==> src/rtl/key_event_ctrl.sv <==
// Debounces the keypad level vector and turns newly pressed keys into 4-bit
// codes that are queued in a small first-word-fall-through FIFO.
module key_event_ctrl #(
  parameter int SAMPLE_DIV = 1000,
  parameter int DEBOUNCE   = 3,
  parameter int FIFO_DEPTH = 4
) (
  input  logic        clk,
  input  logic        rst,
  input  logic [15:0] keys_i,
  output logic [3:0]  evt_code_o,
  output logic        evt_valid_o,
  input  logic        evt_ready_i,
  output logic        overflow_o,
  input  logic        clr_ovf_i,
  output logic        any_pressed_o,
  output logic        busy_o
);

  localparam int TW = $clog2(SAMPLE_DIV);
  localparam int SW = $clog2(DEBOUNCE + 1);
  localparam int PW = $clog2(FIFO_DEPTH);
  localparam int CW = PW + 1;

  typedef enum logic {IDLE, ENCODE} state_t;

  state_t        state_q;
  logic [TW-1:0] tcnt_q;
  logic [15:0]   cand_q, cand_d;
  logic [SW-1:0] scnt_q, scnt_d;
  logic [15:0]   stable_q;
  logic [15:0]   pending_q, pendingClr;
  logic [15:0]   newPress;
  logic          accept;
  logic          tick;
  logic [3:0]    lowIdx;

  logic [3:0]    mem_q [FIFO_DEPTH];
  logic [PW-1:0] wptr_q, rptr_q;
  logic [CW-1:0] count_q;
  logic          ovf_q;
  logic          push, pop, full, pushOk, drop;

  assign tick = (tcnt_q == TW'(SAMPLE_DIV - 1));

  always_ff @(posedge clk) begin
    if (rst) tcnt_q <= '0;
    else if (tick) tcnt_q <= '0;
    else tcnt_q <= tcnt_q + TW'(1);
  end

  // Next candidate/stability count as if a sample were taken this cycle.
  always_comb begin
    cand_d = cand_q;
    scnt_d = scnt_q;
    if (keys_i != cand_q) begin
      cand_d = keys_i;
      scnt_d = SW'(1);
    end else if (scnt_q != SW'(DEBOUNCE)) begin
      scnt_d = scnt_q + SW'(1);
    end
    accept   = (scnt_d == SW'(DEBOUNCE)) && (cand_d != stable_q);
    newPress = cand_d & ~stable_q;
  end

  always_comb begin
    lowIdx = '0;
    for (int i = 15; i >= 0; i--) begin
      if (pending_q[i]) lowIdx = 4'(i);
    end
    pendingClr = pending_q & ~(16'd1 << lowIdx);
  end

  always_ff @(posedge clk) begin
    if (rst) begin
      state_q   <= IDLE;
      cand_q    <= '0;
      scnt_q    <= '0;
      stable_q  <= '0;
      pending_q <= '0;
    end else begin
      case (state_q)
        IDLE: begin
          if (tick) begin
            cand_q <= cand_d;
            scnt_q <= scnt_d;
            if (accept) begin
              stable_q  <= cand_d;
              pending_q <= newPress;
              if (|newPress) state_q <= ENCODE;
            end
          end
        end
        ENCODE: begin
          pending_q <= pendingClr;
          if (pendingClr == '0) state_q <= IDLE;
        end
        default: state_q <= IDLE;
      endcase
    end
  end

  // A full FIFO still accepts a push when the head leaves in the same cycle.
  assign push   = (state_q == ENCODE);
  assign pop    = (count_q != '0) && evt_ready_i;
  assign full   = (count_q == CW'(FIFO_DEPTH));
  assign pushOk = push && (!full || pop);
  assign drop   = push && full && !pop;

  always_ff @(posedge clk) begin
    if (rst) begin
      for (int i = 0; i < FIFO_DEPTH; i++) mem_q[i] <= '0;
      wptr_q  <= '0;
      rptr_q  <= '0;
      count_q <= '0;
      ovf_q   <= 1'b0;
    end else begin
      if (pushOk) begin
        mem_q[wptr_q] <= lowIdx;
        wptr_q        <= wptr_q + PW'(1);
      end
      if (pop) rptr_q <= rptr_q + PW'(1);
      if (pushOk && !pop) count_q <= count_q + CW'(1);
      else if (!pushOk && pop) count_q <= count_q - CW'(1);
      if (drop) ovf_q <= 1'b1;
      else if (clr_ovf_i) ovf_q <= 1'b0;
    end
  end

  assign evt_code_o    = mem_q[rptr_q];
  assign evt_valid_o   = (count_q != '0);
  assign overflow_o    = ovf_q;
  assign any_pressed_o = |stable_q;
  assign busy_o        = (state_q == ENCODE);

endmodule

==> config.mk <==
export PLATFORM = sky130hd
export DESIGN_NAME = key_event_ctrl
export DESIGN_NICKNAME = d
export VERILOG_FILES = /design/src/rtl/key_event_ctrl.sv
export SDC_FILE = /design/constraint.sdc
export NUM_CORES = 1
export LEC_CHECK = 0
export ABC_AREA = 0
export CAP_MARGIN = 5
export CORE_ASPECT_RATIO = 2
export CORE_MARGIN = 1.5
export CORE_UTILIZATION = 45
export DETAILED_ROUTE_END_ITERATION = 10
export PLACE_DENSITY_LB_ADDON = 0.15
export SLEW_MARGIN = 0
export SYNTH_ARGS = -nofsm -noshare
export SYNTH_HDL_FRONTEND = slang
export SYNTH_SLANG_ARGS = --single-unit
==> constraint.sdc <==
create_clock -name clk -period 4.98 [get_ports clk]
set_clock_uncertainty 0.15 [all_clocks]
set_input_delay 0.996 -clock clk [delete_from_list [all_inputs] [get_ports clk]]
set_output_delay 0.996 -clock clk [all_outputs]
set_load 0.005 [all_outputs]
==> impl_metrics.yaml, run 1 <==
status:
  status: "finished, final reports clean"
routing:
  dr.pass1.iters: 4
  routed_wl_um: 10400
  drc: 0
  ant_nets: 0
  initialDrtViolationCount: 292
  viasPerCell: 5.38
  vias: 3391
  wl_per_cell_um: 16.5
logic_synthesis:
  synth_xor_area_share_pct: 5.51
  synth.net_count: 529
  synth_most_common_cell: "nor2_1"
  synth_simple_gate_area_share_pct: 18.9
  synth_edf_count: 16
  ys_ff_latch: 87
  yosysSeqAreaShare_pct: 42.7
  syn_avg_cell_area_um2: 9.08
  yosys-top-cells-area: "dfxtp_1 (32%), edfxtp_1 (11%), mux2i_1 (8.1%)"
  synth_cell_types: 55
  syn-instance-count: 490
  synthTopCellsByCount: "nor2_1 (84), dfxtp_1 (71), mux2i_1 (36)"
  syn_area_mm2: 0.00445
  yosys.area.top_type: "dfxtp_1"
  synth_compound_area_share_pct: 11.6
  synth_fa_ha_area_share_pct: 5.74
  synth_top_area_share_pct: 31.9
  synth_warnings: 0
  synth_top_family_by_area: "simple AND/OR/NAND/NOR gates"
  synthMuxAreaShare_pct: 10.1
  ys.flop_type: "dfxtp_1"
  ys_async_sr_fraction_pct: 0
pwr:
  ir_worst_vdd_mv: 0.337
  cellPowerDensity_mw_per_mm2: 341
  leakagePower_nw: 1.73
floorplanning:
  rows: 51
  die_area_mm2: 0.0105
  fp.dieH_um: 144
  top_level_ports: 28
  die-width_um: 73.3
  core_mm2: 0.00970
  initial_core_util_pct: 45.9
timing:
  period_share_pct: 72.9
  maxSlewHeadroom_pct: 43.9
  worst_pin_slew_ns: 0.838
  fin_crit_ns: 3.63
  finalSetupTns_ns: 0
  setup-violations-final: 0
  slew_viol_final: 0
  max_clock_freq_mhz: 275
  hold_viol: 0
  rsz0062_at_grt: "false"
  timing.final.ws_setup_ns: 1.35
global_routing:
  grt_start_max_net_pins: 69
  antenna_found_initial: 0
  track_usage_pct: 21.4
  overflow: 0
  grt_pass1_wl_um: 16800
  grt_pass1_vias: 3465
clock_tree:
  numCtsBuffers: 9
  hold_buffers: 0
  cts_tree: "done"
  cts_resized: 0
  clk_latency_ns: 0.34
  cts_max_level: 3
  cts_root_buf: "clkbuf_16"
  post_cts_buffers: 0
  clk_pin_slew_ns: 0.06
  cts_buffer_depth: 2
  clkSinkCount: 87
setup_path:
  max_stage_delay_ns: 0.53
  start_kind: "input pin"
  cp_cell_sequence: "clkdlybuf4s50_1 -> xnor2_1 -> nand4_1 -> nor4_1 -> and4bb_2 -> and2_1 -> buf_4 -> mux2i_1 -> nor2_1"
  crit_fanout: 30
  cp.required_ns: 5.03
  crit_type: "in -> reg"
  crit_slowest_cell: "nor4_1"
  worst_ep_arrival_time_ns: 3.68
  critPathBufInv: 2
  worstSetupEndpointType: "flop"
  path_delay_family: "simple AND/OR/NAND/NOR gates"
final_layout:
  finish.utilization_pct: 52.5
  n_fill_cell: 956
  nets: 532
  drive_above_1_share_pct: 6.43
  area_delta_synth_final_pct: 14.5
  num_antenna_cells: 0
job:
  drv_cap: 0
placement:
  dp_slack_ns: 1.01
  port_buffers: 27
  dpl.hpwl_um: 7940
  place_congestion: 0.889
hold_path:
  hold_class: "reg -> reg"
logic make-up (layout without fill, tap and decap cells):
logic type	after synthesis	after routing
buffers and inverters	61	69
and+or+nand+nor	174	174
muxes	40	40
xor gates and xnor gates	28	28
adders and majority gates	20	20
DFF	87	87
AOI/OAI and AO/OA	80	80
metal layers:
metal,track usage [%],vias up,wire length [µm]
li1,-,1707,-
met1,19.5,1575,3590
met2,41.5,76,5950
met3,4.14,33,296
met4,12.8,0,544
met5,0,-,0
stage by stage:
stage                     hold WS [ns]  cell area, µm²  power [mW]  std cells
final                            0.287            5090        1.74        630
after global routing             0.326            5090        1.81        630
after CTS                        0.293            5090        1.76        630
after detailed placement         0.285            4750       0.992        614
after global placement           0.273            4750       0.989        614
after floorplan                  0.263            4450       0.905        490
power by group:
group          internal, mW  switching [mW]
Clock                 0.493           0.272
Sequential            0.744          0.0277
Combinational         0.114          0.0872
path summary, 6_finish.rpt:
kind,from,end,slack [ns],cells after the start
worst max register to register,busy_o,count_q[2],2.06,8
worst min-delay path,tcnt_q[0],tcnt_q[0],0.29,1
worst max-delay path,keys_i[2],stable_q[1],1.35,9
worst min register to register,tcnt_q[0],tcnt_q[0],0.29,1
final cells by class:
type,instances,area (µm²),area share (%)
Sequential cell,87,1900,37.3
Clock inverter,5,108,2.11
Multi-Input combinational cell,342,2310,45.4
Inverter,23,86.3,1.69
Tap cell,132,165,3.24
Timing Repair Buffer,30,288,5.65
Clock buffer,11,233,4.57
flip-flops by register name (all words and copies together) (netlist names), named ones only:
| name | flops |
|---|---|
| cand_q | 16 |
| mem_q | 16 |
| pending_q | 16 |
| stable_q | 16 |
| tcnt_q | 10 |
| count_q | 3 |
| rptr_q | 2 |
| scnt_q | 2 |
| wptr_q | 2 |
| busy_o | 1 |
| overflow_o | 1 |
cells in the final DEF (no fill, tap or decap), types with 5 or more instances in the layout:
cell / Yosys / routed
xor2_1: 6 / 6
inv_1: 23 / 23
dfxtp_1: 71 / 71
o21ai_0: 15 / 15
nand2b_1: 6 / 6
nor2_1: 84 / 84
ha_1: 18 / 18
nand2_1: 24 / 24
a41oi_1: 5 / 5
nor4_1: 10 / 10
o21a_1: 5 / 5
o21ai_1: 7 / 7
or3_1: 9 / 9
a21oi_1: 29 / 29
xnor2_1: 22 / 22
mux2i_1: 36 / 36
nand4_1: 11 / 11
clkbuf_16: 0 / 9
clkdlybuf4s50_1: 0 / 26
edfxtp_1: 16 / 16
nor3_1: 6 / 5
nand3_1: 6 / 6
No activity file was read; power rests on OpenSTA's default activity.
==> run 2, diff against run 1 <==
==> constraint.sdc (replaced) <==
create_clock -name clk -period 3.3 [get_ports clk]
set_clock_uncertainty 0.15 [all_clocks]
set_input_delay 0.66 -clock clk [delete_from_list [all_inputs] [get_ports clk]]
set_output_delay 0.66 -clock clk [all_outputs]
set_load 0.005 [all_outputs]
==> impl_metrics.yaml, run 2 (synthesized netlist as in run 1, its figures left out) <==
clock_tree:
  cts_max_level: 3
  post_cts_buffers: 0
  clk_pin_slew_ns: 0.06
  clkSinkCount: 87
  cts_resized: 0
  clk_latency_ns: 0.34
  cts_tree: "done"
  numCtsBuffers: 9
  hold_buffers: 0
  cts_root_buf: "clkbuf_16"
  cts_buffer_depth: 2
routing:
  dr.pass1.iters: 4
  wl_per_cell_um: 16.4
  ant_nets: 0
  routed.top_layer: "met4"
  initialDrtViolationCount: 181
  viasPerCell: 5.48
  met1_length_um: 3740
  routed_wl_um: 10500
  vias: 3516
  wl_met3_um: 267
  drc: 0
  dr_wl_met2_um: 5820
floorplanning:
  top_level_ports: 28
  rows: 51
  fp.dieH_um: 144
  die_area_mm2: 0.0105
  initial_core_util_pct: 45.9
  core_mm2: 0.00970
  die-width_um: 73.3
placement:
  port_buffers: 27
  dpl.hpwl_um: 8170
  placed_area_mm2: 0.00486
  place_congestion: 0.840
timing:
  whs_ns: 0.290
  period_share_pct: 95.1
  slew_viol_final: 0
  rsz0062_at_grt: "false"
  finalSetupTns_ns: 0
  worst_pin_slew_ns: 0.696
  maxSlewHeadroom_pct: 53.6
  max_clock_freq_mhz: 319
  setup-violations-final: 0
  hold_viol: 0
  fin_crit_ns: 3.14
final_layout:
  layout_commonest_cell: "nor2_1"
  n_fill_cell: 949
  area_delta_synth_final_pct: 15.1
  drive_above_1_share_pct: 8.43
  postLayoutCellArea_mm2: 0.00512
  finish.utilization_pct: 52.8
  num_antenna_cells: 0
  final_cell_mix: "nor2_1 (84), dfxtp_1 (71), mux2i_1 (36), a21oi_1 (29), clkdlybuf4s50_1 (26)"
  nets: 544
job:
  drv_cap: 0
setup_path:
  crit_fanout: 25
  worstSetupEndpointType: "flop"
  cp.required_ns: 3.35
  worst_ep_arrival_time_ns: 3.19
  start_kind: "input pin"
  crit_type: "in -> reg"
global_routing:
  antenna_found_initial: 0
  track_usage_pct: 21.7
  overflow: 0
  grt_pass1_wl_um: 17100
  grt_pass1_vias: 3619
  grt_start_max_net_pins: 68
pwr:
  ir_worst_vdd_mv: 0.314
  cellPowerDensity_mw_per_mm2: 467
  leakagePower_nw: 1.76
hold_path:
  hold_class: "reg -> reg"
status:
  status: "finished, final reports clean"
==> run 2: cell count changes in the layout (fill, tap and decap cells not counted), sizes merged <==
cell | before | now
clkinv | 1 | 4
bufinv | 3 | 0
buf | 4 | 16
clkinvlp | 0 | 1
clkbuf | 11 | 10
==> run 2: final timing paths <==
path                            slack, ns         start          end  cells after the start
worst max-delay path                 0.16    keys_i[10]  stable_q[7]                      9
worst min-delay path                 0.29     tcnt_q[0]    tcnt_q[0]                      1
worst max register to register       0.48  pending_q[4]       busy_o                      7
worst min register to register       0.29     tcnt_q[0]    tcnt_q[0]                      1
==> run 2: per-stage QoR <==
stage / std cells / total power, mW / worst slack (ns)
after CTS: 642 / 2.42 / 0.181
after floorplan: 490 / 1.37 / 0.705
after detailed placement: 626 / 1.50 / -0.169
after global routing: 642 / 2.49 / 0.0585
after global placement: 626 / 1.50 / -0.104
final: 642 / 2.39 / 0.163
==> run 2: routing by layer <==
layer / up-vias / global-route usage, %
met1: 1654 / 20.3
met3: 45 / 4.14
met4: 0 / 16.3
met2: 79 / 39.7
met5: - / 0
li1: 1738 / -
==> run 2: report_power, final <==
| group | switching, mW | internal [mW] | total [mW] |
|---|---|---|---|
| clock network | 0.409 | 0.507 | 0.917 |
| registers | 0.0427 | 1.12 | 1.17 |
| logic | 0.132 | 0.177 | 0.309 |
| total | 0.584 | 1.81 | 2.39 |
==> run 2: final cells by class <==
type | instances | area (µm²) | area share (%)
Multi-Input combinational cell | 342 | 2310 | 45.1
Sequential cell | 87 | 1900 | 37.1
Timing Repair Buffer | 42 | 390 | 7.62
Clock buffer | 10 | 229 | 4.47
Tap cell | 132 | 165 | 3.22
Inverter | 23 | 86.3 | 1.69
Clock inverter | 6 | 37.5 | 0.733
==> run 2: worst max-delay path, cell delays in order <==
cell,delay (ns)
clkdlybuf4s50_1,0.61
xnor2_1,0.15
nand4_1,0.21
nor4_1,0.54
and4bb_2,0.33
and2_1,0.21
buf_12,0.20
mux2i_1,0.22
nor2_1,0.05
==> run 3, diff against run 2 <==
--- a/config.mk
+++ b/config.mk
@@ -8,9 +8,9 @@
 export ABC_AREA = 0
 export CAP_MARGIN = 5
 export CORE_ASPECT_RATIO = 2
-export CORE_MARGIN = 1.5
 export CORE_UTILIZATION = 45
 export DETAILED_ROUTE_END_ITERATION = 10
+export GPL_TIMING_DRIVEN = 0
 export PLACE_DENSITY_LB_ADDON = 0.15
 export SLEW_MARGIN = 0
 export SYNTH_ARGS = -nofsm -noshare
==> impl_metrics.yaml, run 3 (synthesized netlist as in run 1, its figures left out) <==
global_routing:
  grt_pass1_vias: 3531
  grt_pass1_wl_um: 17300
  grt_start_max_net_pins: 16
  antenna_found_initial: 0
  track_usage_pct: 22.3
  overflow: 0
timing:
  timing.final.ws_setup_ns: 0.160
  max_clock_freq_mhz: 319
  period_share_pct: 95.1
  rsz0062_at_grt: "false"
  fin_crit_ns: 3.14
  setup-violations-final: 0
  maxSlewHeadroom_pct: 49.4
  hold_viol: 0
  slew_viol_final: 0
  worst_pin_slew_ns: 0.740
  finalSetupTns_ns: 0
routing:
  initialDrtViolationCount: 178
  dr.pass1.iters: 4
  vias: 3566
  drc: 0
  routed_wl_um: 10700
  viasPerCell: 5.36
  wl_per_cell_um: 16.0
  ant_nets: 0
hold_path:
  hold_depth: 1
  hold_class: "reg -> reg"
  hold_start: "tcnt_q[0]"
  hold_path_end: "tcnt_q[0]"
floorplanning:
  die_area_mm2: 0.0103
  fp.dieH_um: 143
  initial_core_util_pct: 45.9
  die-width_um: 72.3
  top_level_ports: 28
  core_mm2: 0.00970
  rows: 51
final_layout:
  drive_above_1_share_pct: 6.94
  nets: 567
  final_cell_mix: "nor2_1 (84), dfxtp_1 (71), mux2i_1 (36), clkbuf_1 (30), a21oi_1 (29)"
  area_delta_synth_final_pct: 16.9
  final_cells: 665
  layout_commonest_cell: "nor2_1"
  num_antenna_cells: 0
  finish.utilization_pct: 53.6
clock_tree:
  cts_buffer_depth: 2
  cts_tree: "done"
  numCtsBuffers: 9
  post_cts_buffers: 0
  cts_root_buf: "clkbuf_16"
  clk_pin_slew_ns: 0.07
  cts_max_level: 3
  clkSinkCount: 87
  clk_latency_ns: 0.34
placement:
  dpl.hpwl_um: 8420
  port_buffers: 27
  dp_slack_ns: -0.469
  placedCellCount: 649
  place_congestion: 0.923
setup_path:
  start_kind: "input pin"
  worst_ep_arrival_time_ns: 3.19
  reg2reg_from: "pending_q[8]"
  r2r_end: "busy_o"
  crit_fanout: 10
  rr_worst_depth: 7
  cp.required_ns: 3.35
  worstSetupEndpointType: "flop"
  ff2ff_setup_slack_ns: 0.50
  crit_start: "keys_i[1]"
  crit_type: "in -> reg"
pwr:
  leakagePower_nw: 1.77
  cellPowerDensity_mw_per_mm2: 472
  ir_worst_vdd_mv: 0.368
job:
  drv_cap: 0
status:
  status: "finished, final reports clean"
-- run 3: changes by cell type in the layout (fill, tap and decap cells not counted), sizes merged --
cell | before | now
buf | 16 | 4
clkdlybuf4s50 | 26 | 27
clkinv | 4 | 3
clkbuf | 10 | 45
-- run 3: metrics by stage --
stage | power, mW | hold slack [ns] | instance area (µm²)
after global routing | 2.56 | 0.333 | 5200
final | 2.46 | 0.285 | 5200
after floorplan | 1.37 | 0.263 | 4450
after detailed placement | 1.50 | 0.281 | 4890
after CTS | 2.48 | 0.290 | 5190
after global placement | 1.50 | 0.273 | 4890
-- run 3: final cells by class --
class	count	area, µm²
Buffer	38	163
Multi-Input combinational cell	342	2320
Clock buffer	11	253
Timing Repair Buffer	27	270
Clock inverter	5	41.3
Tap cell	132	165
Fill cell	950	4500
Inverter	23	86.3
Sequential cell	87	1900
-- run 3: what timing repair did --
action                                  4_1_cts  5_1_grt
gates resized for setup                       1        7
endpoints found under the setup margin       26       30
hold buffers                                  0        0
pin swaps                                     0        0
endpoints found under the hold margin         0        0
-- run 3: how the worst max path moves through the flow --
stage / depth (start not counted) / end
after global placement: 10 / stable_q[8]
final: 10 / stable_q[0]
after global routing: 10 / stable_q[5]
after floorplan: 9 / stable_q[0]
after detailed placement: 10 / stable_q[5]
after CTS: 10 / pending_q[4]
-- run 3: metal layers --
| layer | up-vias | GRT usage, % | wire (µm) |
|---|---|---|---|
| li1 | 1781 | - | - |
| met1 | 1664 | 21.4 | 3810 |
| met2 | 84 | 42.4 | 6010 |
| met3 | 37 | 3.53 | 307 |
| met4 | 0 | 14.4 | 539 |
| met5 | - | 0 | 0 |
-- run 3: worst max-delay path, cell delays in order --
cell             delay, ns
clkdlybuf4s50_1       0.48
xnor2_1               0.27
nand4_1               0.19
nor4_4                0.39
and4bb_2              0.38
and2_1                0.15
clkbuf_1              0.13
clkbuf_4              0.27
mux2i_1               0.21
nor2_1                0.05
-- run 3: power breakdown --
part | internal [mW] | switching [mW]
combinational | 0.177 | 0.137
sequential | 1.12 | 0.0415
clock | 0.558 | 0.422
